==> src/rtl/tcp_tx_session_shim.sv <==
// TCP TX session shim: keeps one request outstanding to the stack, retries with backoff
// while the stack reports no space, releases exactly the granted beats and reports status upstream.
module tcp_tx_session_shim #(
    parameter int unsigned DATA_W      = 512,
    parameter int unsigned MAX_RETRY   = 16,
    parameter int unsigned BACKOFF_CYC = 64
) (
    input  logic                  aclk,
    input  logic                  aresetn,

    input  logic [31:0]           s_meta_tdata,
    input  logic                  s_meta_tvalid,
    output logic                  s_meta_tready,

    input  logic [DATA_W-1:0]     s_data_tdata,
    input  logic [DATA_W/8-1:0]   s_data_tkeep,
    input  logic                  s_data_tvalid,
    output logic                  s_data_tready,

    output logic [31:0]           m_meta_tdata,
    output logic                  m_meta_tvalid,
    input  logic                  m_meta_tready,

    input  logic [63:0]           s_stat_tdata,
    input  logic                  s_stat_tvalid,
    output logic                  s_stat_tready,

    output logic [DATA_W-1:0]     m_data_tdata,
    output logic [DATA_W/8-1:0]   m_data_tkeep,
    output logic                  m_data_tlast,
    output logic                  m_data_tvalid,
    input  logic                  m_data_tready,

    output logic [31:0]           m_sts_tdata,
    output logic                  m_sts_tvalid,
    input  logic                  m_sts_tready
);

    localparam int unsigned BPB   = DATA_W / 8;
    localparam int unsigned RTY_W = $clog2(MAX_RETRY + 1);
    localparam int unsigned BO_W  = $clog2(BACKOFF_CYC + 1);

    typedef enum logic [2:0] {
        IDLE,
        REQ,
        STAT,
        BACKOFF,
        STREAM,
        DRAIN,
        REPORT
    } state_t;

    state_t state, state_nx;

    logic              alive;
    logic [15:0]       sid_q;
    logic [15:0]       len_q;
    logic [10:0]       rem_q;
    logic [RTY_W-1:0]  rty_q;
    logic [1:0]        err_q;
    logic [BO_W-1:0]   bo_q;

    logic [16:0]       len_round;
    logic [10:0]       beats_calc;
    logic [1:0]        st_err;
    logic [15:0]       st_sid;
    logic              sid_bad;
    logic              meta_hs;
    logic              up_hs;
    logic              last_beat;
    logic              rty_lt_max;
    logic              bo_done;
    logic              stat_unused;

    assign len_round   = 17'(s_meta_tdata[31:16]) + 17'(BPB - 1);
    assign beats_calc  = 11'(len_round / 17'(BPB));
    assign st_err      = s_stat_tdata[63:62];
    assign st_sid      = s_stat_tdata[15:0];
    assign stat_unused = ^s_stat_tdata[61:16];
    assign sid_bad     = (st_sid != sid_q);
    assign meta_hs     = s_meta_tvalid && alive && (state == IDLE);
    assign up_hs       = s_data_tvalid &&
                         (((state == STREAM) && m_data_tready) || (state == DRAIN));
    assign last_beat   = (rem_q == 11'd1);
    assign rty_lt_max  = (32'(rty_q) < MAX_RETRY);
    assign bo_done     = (32'(bo_q) == BACKOFF_CYC - 1);

    // Holds the upstream meta port closed for the first cycle out of reset.
    always_ff @(posedge aclk or negedge aresetn) begin
        if (!aresetn) alive <= 1'b0;
        else          alive <= 1'b1;
    end

    always_ff @(posedge aclk or negedge aresetn) begin
        if (!aresetn) state <= IDLE;
        else          state <= state_nx;
    end

    always_comb begin
        state_nx = state;
        case (state)
            IDLE: begin
                if (meta_hs) begin
                    if (s_meta_tdata[31:16] == 16'd0) state_nx = REPORT;
                    else                              state_nx = REQ;
                end
            end
            REQ: begin
                if (m_meta_tready) state_nx = STAT;
            end
            STAT: begin
                if (s_stat_tvalid) begin
                    if (sid_bad)              state_nx = DRAIN;
                    else if (st_err == 2'b00) state_nx = STREAM;
                    else if (rty_lt_max)      state_nx = BACKOFF;
                    else                      state_nx = DRAIN;
                end
            end
            BACKOFF: begin
                if (bo_done) state_nx = REQ;
            end
            STREAM, DRAIN: begin
                if (up_hs && last_beat) state_nx = REPORT;
            end
            REPORT: begin
                if (m_sts_tready) state_nx = IDLE;
            end
            default: state_nx = IDLE;
        endcase
    end

    always_ff @(posedge aclk or negedge aresetn) begin
        if (!aresetn) begin
            sid_q <= '0;
            len_q <= '0;
            rem_q <= '0;
            rty_q <= '0;
            err_q <= '0;
            bo_q  <= '0;
        end else begin
            bo_q <= (state == BACKOFF) ? bo_q + 1'b1 : '0;
            if (meta_hs) begin
                sid_q <= s_meta_tdata[15:0];
                len_q <= s_meta_tdata[31:16];
                rem_q <= beats_calc;
                rty_q <= '0;
                err_q <= '0;
            end
            if ((state == STAT) && s_stat_tvalid) begin
                // A foreign sid overrides whatever error the stack reported.
                if (sid_bad) begin
                    err_q <= 2'b11;
                end else begin
                    err_q <= st_err;
                    if ((st_err != 2'b00) && rty_lt_max) rty_q <= rty_q + 1'b1;
                end
            end
            if (up_hs) rem_q <= rem_q - 11'd1;
        end
    end

    always_comb begin
        s_meta_tready = 1'b0;
        m_meta_tvalid = 1'b0;
        m_meta_tdata  = {len_q, sid_q};
        s_stat_tready = 1'b0;
        s_data_tready = 1'b0;
        m_data_tdata  = '0;
        m_data_tkeep  = '0;
        m_data_tlast  = 1'b0;
        m_data_tvalid = 1'b0;
        m_sts_tvalid  = 1'b0;
        m_sts_tdata   = {err_q, 14'(rty_q), sid_q};
        case (state)
            IDLE:    s_meta_tready = alive;
            REQ:     m_meta_tvalid = 1'b1;
            STAT:    s_stat_tready = 1'b1;
            STREAM: begin
                m_data_tvalid = s_data_tvalid;
                s_data_tready = m_data_tready;
                m_data_tdata  = s_data_tdata;
                m_data_tkeep  = s_data_tkeep;
                m_data_tlast  = last_beat;
            end
            DRAIN:   s_data_tready = 1'b1;
            REPORT:  m_sts_tvalid  = 1'b1;
            default: ;
        endcase
    end

endmodule

==> config.mk <==
export PLATFORM = sky130hd
export DESIGN_NAME = tcp_tx_session_shim
export DESIGN_NICKNAME = d
export VERILOG_FILES = /design/src/rtl/tcp_tx_session_shim.sv
export SDC_FILE = /design/constraint.sdc
export NUM_CORES = 1
export LEC_CHECK = 0
export ABC_CLOCK_PERIOD_IN_PS = 2130
export CAP_MARGIN = 5
export CORE_AREA = 3 3 510 512
export CTS_BUF_LIST = sky130_fd_sc_hd__clkbuf_8
export DETAILED_ROUTE_END_ITERATION = 10
export DIE_AREA = 0 0 513 515
export DONT_BUFFER_PORTS = 1
export PLACE_DENSITY = 0.3
export SYNTH_ARGS = -nofsm -noshare
export SYNTH_HDL_FRONTEND = slang
export SYNTH_SLANG_ARGS = --single-unit
==> constraint.sdc <==
create_clock -name aclk -period 2.13 [get_ports aclk]
set_clock_uncertainty 0.05 [all_clocks]
set_input_delay 0.213 -clock aclk [delete_from_list [all_inputs] [get_ports aclk]]
set_output_delay 0.213 -clock aclk [all_outputs]
set_load 0.01 [all_outputs]
==> After elaboration in Yosys (flattened, before gate mapping) <==
Cells that the tools add are included.
{ "word_totals": {"regBits": 61, "inputBits": 680, "out_inout_bits": 647, "wordCells": 74} }
{ "classes": {"add_sub_neg": 4, "n_lt_le_gt_ge": 1, "eq_ne": 15, "muxes": 30, "n_reduce_logical": 16} }
{ "ops": {"columns": ["cell", "n"], "rows": [
  ["$mux W512", 1],
  ["$mux W64", 1],
  ["$mux W3", 10],
  ["$mux W11", 2],
  ["$mux W5", 4],
  ["$pmux W3 S6", 1],
  ["$add A16 B6 Y17 const B", 1],
  ["$logic_not A16 Y1", 1],
  ["$ne A16 B16 Y1", 1],
  ["$ne A2 B2 Y1 const B", 6],
  ["$eq A11 B1 Y1 const B", 1],
  ["$sub A11 B1 Y11 const B", 1],
  ["$eq A3 B3 Y1 const B", 3],
  ["$add A7 B1 Y7 const B", 1],
  ["$eq A7 B6 Y1 const B", 1],
  ["$logic_and A1 B1 Y1", 7],
  ["$mux W7", 1],
  ["$eq A3 B2 Y1 const B", 2],
  ["$mux W1", 6],
  ["$mux W2", 3],
  ["$reduce_and A6 Y1", 1],
  ["$reduce_bool A2 Y1", 3],
  ["$add A5 B1 Y5 const B", 1],
  ["$lt A5 B5 Y1 const B", 1],
  ["6 further kinds", 6]
]} }

==> Depth between registers and ports, before layout <==
{ "logic_depth": {"ltp_word": 7, "ltp_mapped": 7, "depth_no_buf": 6} }

==> Least setup slack after synthesis <==
No wires, ideal clock.
{ "synth_timing": {"path_kind": "reg2reg", "start": "register rem_q[6]", "end": "register state[0]", "setup_time_ns": 0.121, "arrival_ns": 1.726, "required_ns": 1.959, "path_slack_ns": 0.234, "path_stages_with_launch": 6, "path_buffers": 0, "synth_period_minus_slack_ns": 1.896, "path_cell_list": "dfrtp_1 or3_4 or4_4 nor3_4 o21ai_0 a22o_1"} }
{ "synth_between": {"elab_chain_cells": 4} }
{ "synth_lines": {"columns": ["element", "line", "source"], "rows": [
  ["start, declared", "58", "logic [10:0] rem_q;"],
  ["start signal, assigned", "145", "rem_q <= beats_calc;"],
  ["start signal, assigned", "158", "if (up_hs) rem_q <= rem_q - 11'd1;"],
  ["$eq A11 B1 Y1", "84", "assign last_beat = (rem_q == 11'd1);"],
  ["$logic_and A1 B1 Y1", "123", "if (up_hs && last_beat) state_nx = REPORT;"],
  ["$ne A2 B2 Y1 (no line)", null, null],
  ["$reduce_and A6 Y1 (no line)", null, null],
  ["end signal, assigned", "96", "else state <= state_nx;"],
  ["end, declared", "53", "state_t state, state_nx;"]
]} }
No other way between the ends.
A chain may end at the register's enable or synchronous reset.

==> Worst setup path in the final report <==
{ "layout_timing": {"start": "register state[0]", "end": "output port m_data_tdata[144]"} }
{ "layout_between": {"elab_chain_cells": 2} }
{ "layout_lines": {"columns": ["element", "line", "source"], "rows": [
  ["$eq A3 B3 Y1", "174", "case (state)"],
  ["$mux W512", "174", null],
  ["end, declared", "28", "output logic [DATA_W-1:0] m_data_tdata,"]
]} }
No other way between the ends.

==> qor.txt <==
Asr flop ratio synth -> 100%
Power, Total -> 27.4 mW
Cts bufs inserted -> 9
Max FO, Critical Path -> 29
Hold Path Sink -> rem_q[10]
Site row count -> 186
Final critical-path share of the clock period -> 109%
Clk slew on worst S/H paths -> 0.10 ns
Hold WC Path Type -> input pin to register
Initial Util -> 2.92%
Failing checks -> setup timing
CTS tree -> done
Residual DRC -> 0
Layout cell share with drive strength beyond 1 -> 56.9%
Status -> complete, but fails checks
Crit path from -> state[0]
Fill count -> 29,800
Cell at the slowest stage of the critical path -> dfrtp_2
CP cell instances -> nor2_4, buf_12, buf_16, buf_12, buf_12, buf_16, and3_1
Via density per instance -> 2.60
Post-synthesis cell type count -> 51
Die area -> 264,000 sq um
Leak -> 7.74 nW
Worst Reg-to-Reg Cells -> 7
Final Hold Vio Count -> 0
Fmax -> 429 MHz
Slew margin rel. -> 44.2%
Clock network fraction of design power -> 4.3%
Die Y -> 515 microns
Worst vdd ir -> 812 uV
NumNets Final -> 2,067
Final HPWL DP -> 208,000 microns
Width of the die -> 513 microns
TritonRoute pass-1 iters -> 4
Largest net degree at the start of global routing -> 69
Ys flop type -> dfrtp_1
Mapped Cells -> 1,093
Max-slew violations -> 0
Slew @ Worst Pin -> 0.829 ns
Mean Syn Cell Area -> 6.85 sq um
H-Tree Depth -> 3
Average wire per standard cell -> 46.5 microns
Placeable core area -> 256,000 sq um
Cell Area, Synth -> 7480 sq um
Final min period -> 2.33 ns
Startpoint Class -> register
Comb power frac -> 88.0%
Area contributors post-synth -> and3_1, dfrtp_1, clkbuf_1
Clock sink count -> 61
Cell with the most instances after synthesis -> and3_1
First-pass GRT wire length -> 256,000 microns
Number of global-route vias before repair -> 11,000
Vias post-DR -> 12,900
Ys Warns -> 0
Crit-path max cell delay -> 0.44 ns
Flip-flop and latch area -> 1530 sq um
Routability-driven placement congestion ratio -> 1.01
Clk_lat worst skew -> 0.43 ns
Most common cell on crit path -> buf_12
Initial antenna violation count -> 461
CTS Buffer Depth -> 2
GRT Overall Usage -> 16.6%
Cell Int Power -> 13.2 mW
RSZ-0062 raised after global routing -> yes
FF+latch count, synth -> 61
Worst hold stages -> 2
MaxCap Viol Count -> 0
Multi-input combinational cell area -> 6840 sq um
Root Buffer -> clkbuf_8
Total gr overflow -> 0
Worst hold slack -> 0.0623 ns
Post-synth EDFFs -> 0
Setup crit end kind -> primary output
RR Endpoint -> rty_q[3]
Area Overhead vs Synth -> 172%
Worst setup path category -> register to primary output
Hold path startpoint -> s_meta_tdata[30]
Flop pwr share -> 7.7%
Port bufs -> 0
RR Startpoint -> sid_q[4]
Data required time at the worst endpoint -> 1.87 ns
Register area share after synthesis -> 20.4%
Setup ws final -> -0.200 ns
Reg2Reg Setup Slack -> -0.14 ns
Yosys top cell area share -> 48.7%
Area leader, netlist -> and3_1
Top post-synthesis cells by count -> and3_1, clkbuf_1, nand2_1, dfrtp_1, buf_4
Switching fraction of total power -> 51.7%
Final Setup Violations -> 567
Crit path DAT -> 2.07 ns
Final ANT Viol Nets -> 0
Initial DRC Count -> 897
I/O Pins -> 1,327
Pwr per Cell Area -> 1340 nW/um^2
Pre-CTS worst setup slack -> -0.298 ns
Sw Pwr -> 14.2 mW
DRT Wirelength -> 231,000 microns
==> power groups by stage <==
stage,registers (mW),logic [mW],clock network (mW)
after CTS,2.12,23.8,1.26
after detailed placement,2.17,17.2,0
after global routing,2.18,25.2,1.31
after global placement,2.18,17.2,0
final,2.11,24.1,1.17
after floorplan,2.05,6.95,0
==> stage by stage <==
| step | setup TNS [ns] | util [%] | std cells | instance area (sq um) |
|---|---|---|---|---|
| detailed placement | -2.14 | 6.12 | 4644 | 15700 |
| floorplan | 0 | - | 1101 | 7510 |
| global placement | -2.87 | 6.12 | 4644 | 15700 |
| CTS | -120.05 | 7.47 | 4764 | 19100 |
| finish | -51.67 | 7.95 | 4968 | 20400 |
| global route | -113.89 | 7.85 | 4859 | 20100 |
==> metal layers <==
layer | vias up | GRT usage, % | share of wire, %
met2 | 1494 | 25.7 | 43
met4 | 296 | 4.79 | 4.0
met5 | - | 0 | 0.85
li1 | 4724 | - | -
met1 | 5723 | 15.6 | 31
met3 | 661 | 16.0 | 21
==> registers in the layout, indices dropped and copies added, names as in the netlist <==
name and count:
err_q 2, alive 1, state 3, bo_q 7
rem_q 11, sid_q 16, rty_q 5, len_q 16
==> kinds of logic after synthesis <==
| group | synth area share (%) |
|---|---|
| adders and majority gates | 0.669 |
| and+or+nand+nor | 59.7 |
| muxes | 0.418 |
| AOI/OAI and AO/OA | 4.73 |
| other | 0.100 |
| DFF | 20.4 |
| xor gates and xnor gates | 3.28 |
| buffers and inverters | 10.7 |
==> critical path: cells and delay by family, from the launching register on <==
kind | cells | cell delay, ns
AND/OR/NAND/NOR | 2 | 0.39
flip-flops | 1 | 0.44
buffers and inverters | 5 | 0.77
==> timing repair <==
| item | CTS | global route |
|---|---|---|
| gates cloned | 34 | 10 |
| hold buffers | 36 | 0 |
| pin swaps | 111 | 81 |
| resized for setup | 401 | 161 |
| setup endpoints to repair | 589 | 592 |
| hold endpoints to repair | 104 | 0 |
| setup buffers | 35 | 7 |
==> worst max-delay path by stage <==
stage                             end
finish              m_data_tdata[144]
global route        m_data_tdata[203]
CTS                 m_data_tdata[165]
detailed placement           rty_q[3]
global placement             rty_q[2]
floorplan                    state[0]
==> area by class of cell <==
class / count / area share (%)
multi-input cells: 858 / 33.6
repair buffers: 440 / 34.6
well taps: 3384 / 20.8
clock buffers: 12 / 0.811
inverters: 13 / 0.239
flip-flops and latches: 61 / 7.52
diodes: 197 / 2.42
clock inverters: 3 / 0.0982
==> cells in the final DEF (no fill, tap or decap), types with 3 or more instances in the layout <==
cell type	n
a211oi_1	5
a21oi_1	15
and3_1	238
and3_2	35
and3_4	309
buf_12	189
buf_16	32
buf_4	99
buf_6	49
buf_8	21
bufbuf_16	6
clkbuf_16	9
clkbuf_8	12
conb_1	10
dfrtp_1	58
diode_2	197
dlygate4sd3_1	35
ha_1	4
inv_1	13
nand2_1	109
nand3_1	10
nand4_1	4
nor2_1	14
nor3_1	6
nor4_1	8
o21ai_0	13
o31ai_1	3
or3_1	3
or4_4	3
xnor2_1	6
xor2_1	22
(Power assumes the default switching activity.)
